`src/rtl/sram_rmw_ctrl_pkg.sv`:
```
// ---------------------------------------------------------------------------
// sram_ctrl_pkg
// Shared definitions for the SRAM read-modify-write controller:
//   - WORD_SIZE default (data word width in bits) when not set externally
//   - state_t      : controller FSM state encoding
//   - merge_bytes  : pure byte-lane merge (old word, new word, be -> merged)
// ---------------------------------------------------------------------------
`ifndef WORD_SIZE
`define WORD_SIZE 32
`endif

package sram_ctrl_pkg;

    localparam int WORD_W = `WORD_SIZE;
    localparam int BE_W   = `WORD_SIZE / 8;

    typedef enum logic [1:0] {
        IDLE      = 2'd0,
        LOAD_WAIT = 2'd1,
        RMW_MERGE = 2'd2,
        RESP      = 2'd3
    } state_t;

    // Lane n of the result comes from new_word when be[n] is set, else from old_word.
    function automatic logic [WORD_W-1:0] merge_bytes(
        input logic [WORD_W-1:0] old_word,
        input logic [WORD_W-1:0] new_word,
        input logic [BE_W-1:0]   be
    );
        logic [WORD_W-1:0] merged;
        merged = {WORD_W{1'b0}};
        for (int n = 0; n < BE_W; n++) begin
            if (be[n]) begin
                merged[8*n +: 8] = new_word[8*n +: 8];
            end else begin
                merged[8*n +: 8] = old_word[8*n +: 8];
            end
        end
        return merged;
    endfunction

endpackage

```
`src/rtl/sram_rmw_ctrl.sv`:
```
// ---------------------------------------------------------------------------
// sram_rmw_ctrl
// Single-outstanding load/store controller placed beside an SRAM with a
// registered one-cycle read port (B) and a write port. Partial stores are
// done as read-modify-write; full-word and empty-mask stores skip the read.
//
// Ports:
//   i_clk, i_rst                      clock, synchronous active-high reset
//   i_req_valid/o_req_ready           request handshake
//   i_req_write, i_req_addr           op (1 = store) and byte address
//   i_req_wdata, i_req_be             store data and byte-lane enables
//   o_rsp_valid/i_rsp_ready           response handshake
//   o_rsp_rdata                       load data, 0 for stores
//   o_sram_re/o_sram_raddr/i_sram_rdata   SRAM read port
//   o_sram_we/o_sram_waddr/o_sram_wdata   SRAM write port
// ---------------------------------------------------------------------------
module sram_rmw_ctrl
    import sram_ctrl_pkg::*;
#(
    parameter int num_words    = 4096,
    parameter int l2_num_words = 12
) (
    input  logic                    i_clk,
    input  logic                    i_rst,

    input  logic                    i_req_valid,
    output logic                    o_req_ready,
    input  logic                    i_req_write,
    input  logic [l2_num_words+1:0] i_req_addr,
    input  logic [WORD_W-1:0]       i_req_wdata,
    input  logic [BE_W-1:0]         i_req_be,

    output logic                    o_rsp_valid,
    input  logic                    i_rsp_ready,
    output logic [WORD_W-1:0]       o_rsp_rdata,

    output logic                    o_sram_re,
    output logic [l2_num_words-1:0] o_sram_raddr,
    input  logic [WORD_W-1:0]       i_sram_rdata,

    output logic                    o_sram_we,
    output logic [l2_num_words-1:0] o_sram_waddr,
    output logic [WORD_W-1:0]       o_sram_wdata
);

    // The word address width must cover the array exactly.
    if (num_words != (1 << l2_num_words)) begin : g_bad_geometry
        $error("sram_rmw_ctrl: num_words must equal 2**l2_num_words");
    end

    state_t                  state_r;
    state_t                  next_state_s;
    logic [l2_num_words-1:0] addr_r;
    logic [WORD_W-1:0]       wdata_r;
    logic [BE_W-1:0]         be_r;
    logic [WORD_W-1:0]       rsp_rdata_r;

    logic [l2_num_words-1:0] req_word_s;
    logic                    accept_s;
    logic                    be_full_s;
    logic                    be_none_s;
    logic                    re_s;
    logic [l2_num_words-1:0] raddr_s;
    logic                    we_s;
    logic [l2_num_words-1:0] waddr_s;
    logic [WORD_W-1:0]       wdata_s;
    logic                    unused_addr_bits_s;

    // Byte-offset bits carry no meaning for a word-wide SRAM.
    assign unused_addr_bits_s = ^i_req_addr[1:0];
    assign req_word_s         = i_req_addr[l2_num_words+1:2];
    assign be_full_s          = (i_req_be == {BE_W{1'b1}});
    assign be_none_s          = (i_req_be == {BE_W{1'b0}});

    // Ready only in IDLE and never while reset is held.
    assign o_req_ready = (state_r == IDLE) && !i_rst;
    assign accept_s    = i_req_valid && o_req_ready;

    // Next-state and SRAM port decode; all strobes default low, addresses/data to 0.
    always_comb begin
        next_state_s = state_r;
        re_s         = 1'b0;
        raddr_s      = {l2_num_words{1'b0}};
        we_s         = 1'b0;
        waddr_s      = {l2_num_words{1'b0}};
        wdata_s      = {WORD_W{1'b0}};
        case (state_r)
            IDLE: begin
                if (accept_s) begin
                    if (!i_req_write) begin
                        re_s         = 1'b1;
                        raddr_s      = req_word_s;
                        next_state_s = LOAD_WAIT;
                    end else if (be_full_s) begin
                        we_s         = 1'b1;
                        waddr_s      = req_word_s;
                        wdata_s      = i_req_wdata;
                        next_state_s = RESP;
                    end else if (be_none_s) begin
                        next_state_s = RESP;
                    end else begin
                        // Partial store: fetch the old word now, write the merge next cycle.
                        re_s         = 1'b1;
                        raddr_s      = req_word_s;
                        next_state_s = RMW_MERGE;
                    end
                end else begin
                    next_state_s = IDLE;
                end
            end
            LOAD_WAIT: begin
                next_state_s = RESP;
            end
            RMW_MERGE: begin
                we_s         = 1'b1;
                waddr_s      = addr_r;
                wdata_s      = merge_bytes(i_sram_rdata, wdata_r, be_r);
                next_state_s = RESP;
            end
            RESP: begin
                if (i_rsp_ready) begin
                    next_state_s = IDLE;
                end else begin
                    next_state_s = RESP;
                end
            end
            default: begin
                next_state_s = IDLE;
            end
        endcase
    end

    // Reset gating: a merge write caught by reset must not reach the array.
    assign o_sram_re    = re_s && !i_rst;
    assign o_sram_raddr = o_sram_re ? raddr_s : {l2_num_words{1'b0}};
    assign o_sram_we    = we_s && !i_rst;
    assign o_sram_waddr = o_sram_we ? waddr_s : {l2_num_words{1'b0}};
    assign o_sram_wdata = o_sram_we ? wdata_s : {WORD_W{1'b0}};

    assign o_rsp_valid  = (state_r == RESP) && !i_rst;
    assign o_rsp_rdata  = i_rst ? {WORD_W{1'b0}} : rsp_rdata_r;

    // State register and request capture; request fields are only sampled on accept.
    always_ff @(posedge i_clk) begin
        if (i_rst) begin
            state_r     <= IDLE;
            addr_r      <= {l2_num_words{1'b0}};
            wdata_r     <= {WORD_W{1'b0}};
            be_r        <= {BE_W{1'b0}};
            rsp_rdata_r <= {WORD_W{1'b0}};
        end else begin
            state_r <= next_state_s;
            if (accept_s) begin
                addr_r      <= req_word_s;
                wdata_r     <= i_req_wdata;
                be_r        <= i_req_be;
                rsp_rdata_r <= {WORD_W{1'b0}};
            end else if (state_r == LOAD_WAIT) begin
                rsp_rdata_r <= i_sram_rdata;
            end
        end
    end

endmodule
```
`config.mk`:
```
export PLATFORM = sky130hd
export DESIGN_NAME = sram_rmw_ctrl
export DESIGN_NICKNAME = d
export VERILOG_FILES = /design/src/rtl/sram_rmw_ctrl_pkg.sv /design/src/rtl/sram_rmw_ctrl.sv
export SDC_FILE = /design/constraint.sdc
export NUM_CORES = 1
export LEC_CHECK = 0
export ABC_AREA = 1
export CAP_MARGIN = 20
export CORE_ASPECT_RATIO = 0.6
export CORE_UTILIZATION = 41
export CTS_CLUSTER_DIAMETER = 60
export DETAILED_ROUTE_END_ITERATION = 10
export GPL_TIMING_DRIVEN = 0
export PLACE_DENSITY = 0.78
export RECOVER_POWER = 50
export SLEW_MARGIN = 0
export SYNTH_ARGS = -nofsm -noshare
export SYNTH_HDL_FRONTEND = slang
export SYNTH_SLANG_ARGS = --single-unit
```
`constraint.sdc`:
```
create_clock -name i_clk -period 1.7 [get_ports i_clk]
set_input_delay 0.425 -clock i_clk [delete_from_list [all_inputs] [get_ports i_clk]]
set_output_delay 0.425 -clock i_clk [all_outputs]
set_load 0.01 [all_outputs]
```
# Word level (Yosys, flattened, before mapping)
# Cells that the tools add are included.
# word_totals
regBits	82
inputBits	87
elab_cells	55
# classes
n_eq_ne	4
n_mux	36
reduce_logical	10
# op_table
operator	count
$mux 32	5
$mux 12	10
$pmux 32 s2	1
$mux 8	4
$pmux 12 s2	1
$mux 1	10
$mux 2	3
$pmux 2 s3	1
$logic_and 1x1->1	5
$eq 2x2->1 const B	2
$eq 4x4->1 const B	1
$logic_not 4->1	1
$reduce_or 2->1	2
$eq 2x1->1 const B	1
$logic_not 2->1	1
$pmux 1 s2	1
$logic_not 1->1	1

# Logic depth before layout (Yosys ltp)
# Gate-level depths: netlist of the first run.
# logic_depth
word_depth	8
depth_mapped	10

# Worst setup path after synthesis of the first run
# Ideal clock, no wire load.
# synth_timing
path_kind	input port to output port
from	in i_rst
to	out o_sram_wdata[13]
arrival_time_ps	1364
required_time_ps	1275
path_slack_ps	-89
stages	10
path_buffers	3
path_cell_list	buf_6 > inv_6 > nand2_4 > inv_2 > nand2_2 > buf_6 > buf_6 > nor2_1 > nor2_1 > nor2_1
# synth_between
elab_chain_len	7
elab_cells_between_ends	9
cone_classes	mux (5); reduce/logical (4)
# synth_lines
item	line	source
start: declaration	sram_rmw_ctrl.sv:24	input logic i_rst,
$logic_not 1->1 *	sram_rmw_ctrl.sv:76	assign o_req_ready = (state_r == IDLE) && !i_rst;
$logic_and 1x1->1 *	sram_rmw_ctrl.sv:76	
named net o_req_ready	sram_rmw_ctrl.sv:27	output logic o_req_ready,
$logic_and 1x1->1 *	sram_rmw_ctrl.sv:77	assign accept_s = i_req_valid && o_req_ready;
$mux 1	sram_rmw_ctrl.sv:89	if (accept_s) begin
$pmux 1 s2	sram_rmw_ctrl.sv:87	case (state_r)
$logic_and 1x1->1	sram_rmw_ctrl.sv:136	assign o_sram_we = we_s && !i_rst;
$mux 32 *	sram_rmw_ctrl.sv:138	assign o_sram_wdata = o_sram_we ? wdata_s : {WORD_W{1'b0}};
end: declaration	sram_rmw_ctrl.sv:43	output logic [WORD_W-1:0] o_sram_wdata
# The timed path passes the listed nets; every way through them passes the cells marked *.

# Worst setup path in the final report of the first run
# layout_timing
from	reg state_r[1]
to	out o_sram_wdata[18]
# layout_between
elab_chain_len	7
elab_cells_between_ends	10
cone_classes	eq/ne (1); mux (5); reduce/logical (4)
# layout_lines
item	line	source
start: declaration	sram_rmw_ctrl.sv:51	state_t state_r;
start signal: assignment	sram_rmw_ctrl.sv:152	state_r <= next_state_s;
$logic_not 2->1	sram_rmw_ctrl.sv:76, sram_rmw_ctrl.sv:87	
$logic_and 1x1->1	sram_rmw_ctrl.sv:76	
$logic_and 1x1->1	sram_rmw_ctrl.sv:77	
$mux 1	sram_rmw_ctrl.sv:89	
$pmux 1 s2	sram_rmw_ctrl.sv:87	
$logic_and 1x1->1	sram_rmw_ctrl.sv:136	
$mux 32 *	sram_rmw_ctrl.sv:138	
# Mark *: on every way between the ends. The rest lies on a longest branch, timed or not.

==> results of run 1 <==
==> worst reg2reg max path, stage by stage (launching register included) <==
cell and delay [ns]:
dfxtp_2 0.36, inv_4 0.06, ha_4 0.17, nand2_8 0.08, nor2_8 0.04, buf_4 0.15
buf_4 0.14, nor2_2 0.23, buf_6 0.14, buf_8 0.12, buf_12 0.12, nand2_1 0.06
o21ai_0 0.08
==> what timing repair did <==
action                     4_1_cts  5_1_grt
setup buffers                   18        9
setup endpoints to repair       96      115
pin swaps                       19       54
gates resized for setup        360      237
cloned                           2        9
==> worst min-delay path by stage <==
stage                     startpoint    endpoint  slack, ns  cells past startpoint
after floorplan            addr_r[0]   addr_r[0]       0.43                      2
after CTS                      i_rst  state_r[0]       0.29                      2
after global routing           i_rst  state_r[0]       0.29                      2
after global placement     addr_r[0]   addr_r[0]       0.44                      2
after detailed placement   addr_r[7]   addr_r[7]       0.45                      2
final                          i_rst  state_r[0]       0.30                      2
==> Yosys cell counts <==
library cell	instances	area share
a21oi_1	34	0.036
inv_1	130	0.10
nor2_4	2	0.0047
clkbuf_1	18	0.014
nor2_8	1	0.0042
nand2_2	2	0.0026
o21ai_1	28	0.030
dfxtp_1	82	0.35
inv_2	2	0.0016
inv_6	1	0.0018
buf_6	7	0.017
nand2_1	140	0.11
nand2_4	2	0.0047
nor2_1	180	0.14
nor2_2	1	0.0013
o21ai_0	81	0.085
nand3_1	46	0.049
buf_2	18	0.019
buf_1	3	0.0024
ha_1	5	0.013
buf_4	6	0.0095
nand3_2	1	0.0021
==> cell type report <==
type / instances / area (um2)
buffer: 51 / 546
timing repair buffer: 210 / 2090
clock inverter: 5 / 125
multi-input combinational: 524 / 2980
inverter: 133 / 519
sequential: 82 / 1650
tap: 155 / 194
antenna: 1 / 2.50
clock buffer: 11 / 243
fill: 833 / 2580
==> registers in the layout (all words and copies together), names as in the netlist <==
name         count
rsp_rdata_r     32
be_r             4
addr_r          12
wdata_r         32
state_r          2
==> routing by layer <==
| layer | wire (um) | share of wire |
|---|---|---|
| met3 | 1930 | 0.10 |
| met2 | 8300 | 0.44 |
| met1 | 8340 | 0.44 |
| met5 | 0 | 0 |
| met4 | 323 | 0.017 |
==> cells in the final DEF (no fill, tap or decap), types with 2 or more instances in the layout <==
cell,synthesis,layout
clkdlybuf4s50_1,0,77
inv_1,130,123
clkbuf_4,0,9
bufinv_16,0,4
o21ai_4,0,2
dfxtp_2,0,2
buf_6,7,41
nor2_1,180,85
a21oi_2,0,12
buf_4,6,20
nor2_4,2,48
o21ai_2,0,4
buf_16,0,2
o21ai_1,28,43
clkbuf_16,0,16
nor2_2,1,50
nand3_1,46,46
ha_4,0,3
inv_2,2,5
buf_2,18,38
buf_12,0,12
inv_4,0,3
nand2_8,0,5
ha_1,5,2
buf_8,0,10
o21ai_0,81,60
a21oi_1,34,22
nand2_1,140,135
nand2_2,2,4
dfxtp_1,82,79
dlygate4sd2_1,0,35
clkbuf_2,0,8
clkbuf_8,0,2
==> metrics by stage <==
step / power (mW) / setup TNS (ns)
3_5_place_dp: 2.95 / -81.15
4_1_cts: 5.40 / -26.39
2_1_floorplan: 2.53 / -1.20
5_1_grt: 5.78 / -43.31
3_3_place_gp: 2.94 / -80.38
6_report: 5.60 / -33.64
==> power groups by stage <==
stage | registers [mW] | logic, mW | clock network (mW)
6_report | 2.09 | 1.11 | 2.40
3_5_place_dp | 2.12 | 0.835 | 0
4_1_cts | 2.08 | 0.907 | 2.41
3_3_place_gp | 2.12 | 0.827 | 0
5_1_grt | 2.10 | 1.18 | 2.51
2_1_floorplan | 2.10 | 0.422 | 0
==> cell families after synthesis <==
family,Yosys count
and+or+nand+nor,375
buffers and inverters,185
AOI/OAI and AO/OA,143
DFF,82
adders and majority gates,5
==> summary.md, run 1 <==
| Metric | Value |
|---|---|
| Critical path startpoint category | `register` |
| Worst Path Max Fanout | `5` |
| Failing checks | `setup timing` |
| Drt pass-1 iters | `5` |
| I/O Buffers | `175` |
| # DRC | `0` |
| P_int | `4.16 mW` |
| Layout Cells excl Fill | `1172` |
| CTS Buf Count | `9` |
| Clock share of power | `0.429` |
| Worst reg2reg path depth | `12` |
| RSZ-0062 raised after global routing | `yes` |
| Critical path endpoint category | `primary output` |
| Vias per cell | `about 5` |
| Hold slack | `0.299 ns` |
| Critical Setup Path Class | `register to primary output` |
| First-pass GRT wire length | `26100 um` |
| Core Area | `10900 um2` |
| Slew headroom | `0.713` |
| Total Wirelength | `18900 um` |
| Post-Syn Area | `4740 um2` |
| Largest family of logic cells by synthesized area | `simple AND/OR/NAND/NOR gates` |
| Mapped Avg Cell Area | `6.00 um2` |
| Clk_lat worst skew | `0.33 ns` |
| # IOs | `179` |
| Met2 Use GR | `0.431` |
| Tmin final | `2.28 ns` |
| Max H-tree Level | `3` |
| Data arrival, critical path | `1.85 ns` |
| CTS tree | `built` |
| Area Overhead vs Synth | `76.0%` |
| Grt met3 use | `0.0660` |
| Worst VDD drop | `554 uV` |
| Largest net degree at the start of global routing | `14` |
| Final core occ | `0.764` |
| Stages on worst setup path | `9` |
| CP endpoint | `o_sram_wdata[18]` |
| Sw Pwr | `1.44 mW` |
| Final worst setup slack | `-0.576 ns` |
| Worst Tran Pin Value | `0.430 ns` |
| Pwr per Cell Area | `671 nW/um2` |
| WP buf/inv | `4` |
| Final Hold Violating Endpoints | `0` |
| Skew final | `0.00452 ns` |
| Clock transition at path regs | `0.06 ns` |
| Leak | `3.73 nW` |
| Layout cells sized above 1 | `0.302` |
| Simple-Gate Fraction of Synth Area | `0.322` |
| Outcome | `complete, but fails checks` |
| DP Area | `6870 um2` |
| Cell variety after synth | `22` |
| Root buf cell | `clkbuf_16` |
| Die Height | `about 85 um` |
| Slowest stage delay, CP | `0.37 ns` |
| Placed Instances | `1120` |
| Crit path launch | `state_r[1]` |
| Synth Area in XOR/XNOR | `0` |
| Vias post-DR | `approximately 5800` |
| Sequential area share after synthesis | `0.346` |
| Tot GR Track Use | `0.280` |
| Clock sinks | `82` |
| Reg power frac | `0.373` |
| CP dominant cell by count | `buf_6` |
| Switch share | `0.257` |
| Antenna violations before repair | `1` |
| Post-synthesis compound-gate area fraction | `0.151` |
| Worst r2r dst | `addr_r[0]` |
| Logic pwr share | `0.198` |
| GR Layer Usage met1 | `0.389` |
| Most Used Layer, Global Route | `met2` |
| Final Setup Violations | `128` |
| Highest Clock Rate | `~440 MHz` |
| DIE WIDTH | `141 um` |
| Cell Chain, Critical Path | `buf_6, ha_4, buf_8, clkbuf_16, o21ai_0, a21oi_1, nor2_2, nor2_4, buf_6` |
| Max clock buf depth | `2` |
| Yosys warns | `0` |
| Overflow left after global routing | `0` |
| Post-layout instance area | `8340 um2` |
| Placer congestion estimate | `0.866` |
| #FFs+latches synth | `82` |
| # Max-Cap Violations | `0` |
| DRT antenna net count | `0` |
| Post-synthesis mux area share | `0` |
| Starting DRC count in detailed routing | `420` |
| Cell family contributing the most delay on the critical path | `buffers and inverters` |
| Reg-to-reg slack, setup | `-0.14 ns` |
| Gate Count Post-Synth | `790` |
| Post-Synth Adder-Cell Area | `0.0132` |
| Hold buffers post-CTS | `0` |
| Final Max Tran Viols | `0` |
| Starting Density | `0.434` |
| Min-Delay Path Class | `input port to register` |
| Syn Nets | `roughly 880` |
| WP data required | `1.27 ns` |
| # rows | `29` |
| Die area | `12000 um2` |
| Nets@finish | `1103` |
| Reg-to-Reg Start | `state_r[0]` |
| Place WS | `-1.25 ns` |
| DPL Wire Length | `11800 um` |
| Vias in the first global route | `5151` |
| Slowest-stage cell, CP | `dfxtp_4` |
| Final worst path period share | `1.34` |
| WL/cell | `16.1 um` |
Power figures use the tool's default switching activity.
==> run 2, diff against run 1 <==
- PLACE_DENSITY: 0.78 -> 0.79
==> summary.md, run 2 (synthesized netlist as in run 1, its figures left out) <==
| Metric | Value |
|---|---|
| Register Area | `1640 um2` |
| # rows | `29` |
| Root buf cell | `clkbuf_16` |
| Pwr per Cell Area | `619 nW/um2` |
| Worst Tran Pin Value | `0.334 ns` |
| Total Wirelength | `18000 um` |
| Critical Setup Path Class | `input port to primary output` |
| DRT antenna net count | `0` |
| Setup TNS | `-29.98 ns` |
| Max clock buf depth | `2` |
| Critical path startpoint category | `input port` |
| DP Area | `6870 um2` |
| Clock share of power | `0.362` |
| Failing checks | `setup timing` |
| Clk_lat worst skew | `0.33 ns` |
| Sw Pwr | `1.43 mW` |
| Highest Clock Rate | `444 MHz` |
| Starting Density | `0.434` |
| Vias in the first global route | `4994` |
| Reg power frac | `0.415` |
| DPL Wire Length | `11600 um` |
| Vias per cell | `between 4 and 5` |
| Biggest regs | `rsp_rdata_r: 32 flops, wdata_r: 32 flops, addr_r: 12 flops` |
| First-pass GRT wire length | `25600 um` |
| Tmin final | `approximately 2.3 ns` |
| Final Hold Violating Endpoints | `0` |
| Multi-input logic area | `2870 um2` |
| Slowest-stage cell, CP | `clkdlybuf4s15_1` |
| Critical path endpoint category | `primary output` |
| Final Max Tran Viols | `0` |
| CTS tree | `built` |
| DIE WIDTH | `between 100 and 150 um` |
| Clock transition at path regs | `0.06 ns` |
| Leak | `3.67 nW` |
| Data arrival, critical path | `1.83 ns` |
| Final worst path period share | `1.32` |
| CTS Buf Count | `9` |
| RSZ-0062 raised after global routing | `yes` |
| Place WS | `-1.26 ns` |
| Final worst setup slack | `-0.552 ns` |
| Slew headroom | `0.777` |
| Skew final | `between 0.003 and 0.004 ns` |
| Area Overhead vs Synth | `70.9%` |
| Placer congestion estimate | `around 0.88` |
| P_int | `3.59 mW` |
| Die area | `12000 um2` |
| Slowest stage delay, CP | `0.26 ns` |
| Most common cell after layout, fill and taps aside | `nand2_1` |
| Max H-tree Level | `3` |
| Drt pass-1 iters | `5` |
| # DRC | `0` |
| Core Area | `10900 um2` |
| I/O Buffers | `175` |
| # IOs | `179` |
| Worst VDD drop | `542 uV` |
| Worst Path Max Fanout | `10` |
| Cell Chain, Critical Path | `clkdlybuf4s15_1, nand2_2, nor2_4, buf_12, buf_4, buf_6, nand3_2, nor2_4, nor2_2, nor2_2, buf_2` |
| Layout cells sized above 1 | `0.316` |
| Outcome | `complete, but fails checks` |
| Vias post-DR | `approximately 5800` |
| Overflow left after global routing | `0` |
| Largest net degree at the start of global routing | `14` |
| Final Setup Violations | `112` |
| WP data required | `1.27 ns` |
| Antenna violations before repair | `1` |
| Die Height | `85.3 um` |
| Tot GR Track Use | `0.274` |
| # Max-Cap Violations | `0` |
| Clock sinks | `82` |
| Switch share | `0.285` |
| Layout filler cell count | `858` |
| Min-Delay Path Class | `input port to register` |
| Post-layout instance area | `slightly above 8000 um2` |
| Most frequent cells in the layout | `nand2_1, inv_1, nor2_1, dfxtp_1, clkdlybuf4s50_1` |
| Logic pwr share | `0.223` |
| Starting DRC count in detailed routing | `460` |
| Nets@finish | `1100` |
| WL/cell | `15.4 um` |
==> run 2: cell types whose count changed in the layout (fill, tap and decap cells not counted), moves of 8 or more <==
cell     change
a21oi_1     +12
nand2_1     -15
nand2_2     +15
nor2_4      -17
nor2_2      +18
inv_2        +8
a21oi_2     -12
==> run 2: worst paths after layout <==
check	startpoint	endpoint	slack (ns)	cells past startpoint
setup / recovery	i_req_be[0]	o_sram_wdata[24]	-0.55	11
hold / removal	i_rst	state_r[1]	0.31	2
hold reg to reg	addr_r[9]	addr_r[9]	0.46	2
setup reg to reg	state_r[1]	addr_r[2]	-0.11	12
==> run 2: power by group through the flow <==
stage	sequential (mW)	clock, mW	combinational [mW]
after floorplan	2.10	0	0.422
after global placement	2.12	0	0.829
after detailed placement	2.12	0	0.834
after CTS	2.08	1.83	0.926
after global routing	2.09	1.92	1.19
final	2.08	1.81	1.12
==> run 2: area by class of cell <==
cell class | instances | area share
Antenna cell | 1 | 0.000309
Buffer | 50 | 0.0727
Clock buffer | 12 | 0.0304
Clock inverter | 4 | 0.00340
Inverter | 133 | 0.0638
Multi-Input combinational cell | 524 | 0.354
Sequential cell | 82 | 0.203
Tap cell | 155 | 0.0239
Timing Repair Buffer | 208 | 0.249
==> run 2: repair_timing <==
item                       in CTS  in global routing
gates cloned                    3                  8
pin swaps                      19                 19
resized for setup             380                212
hold buffers                    0                  0
setup endpoints to repair      96                137
buffers inserted               16                  8
==> run 2: per-stage QoR <==
stage,hold WS [ns],instances,total power [mW],util
after global placement,0.440,1120,2.94,0.629
after global routing,0.314,1168,5.21,0.742
after detailed placement,0.448,1120,2.95,0.629
after CTS,0.296,1155,4.83,0.684
after floorplan,0.428,790,2.53,-
final,0.315,1169,5.02,0.742
==> run 2: critical path: cells and delay by family <==
kind / cells / cell delay, ns
and+or+nand+nor: 6 / 0.62
buffers and inverters: 5 / 0.76
==> run 2: metal layers <==
layer / global-route usage / part of all wire / up-vias
met3: 0.0649 / 0.11 / 16
met2: 0.408 / 0.43 / 309
met5: 0 / 0 / -
met4: 0.0632 / 0.011 / 0
li1: - / - / 2850
met1: 0.395 / 0.45 / 2605
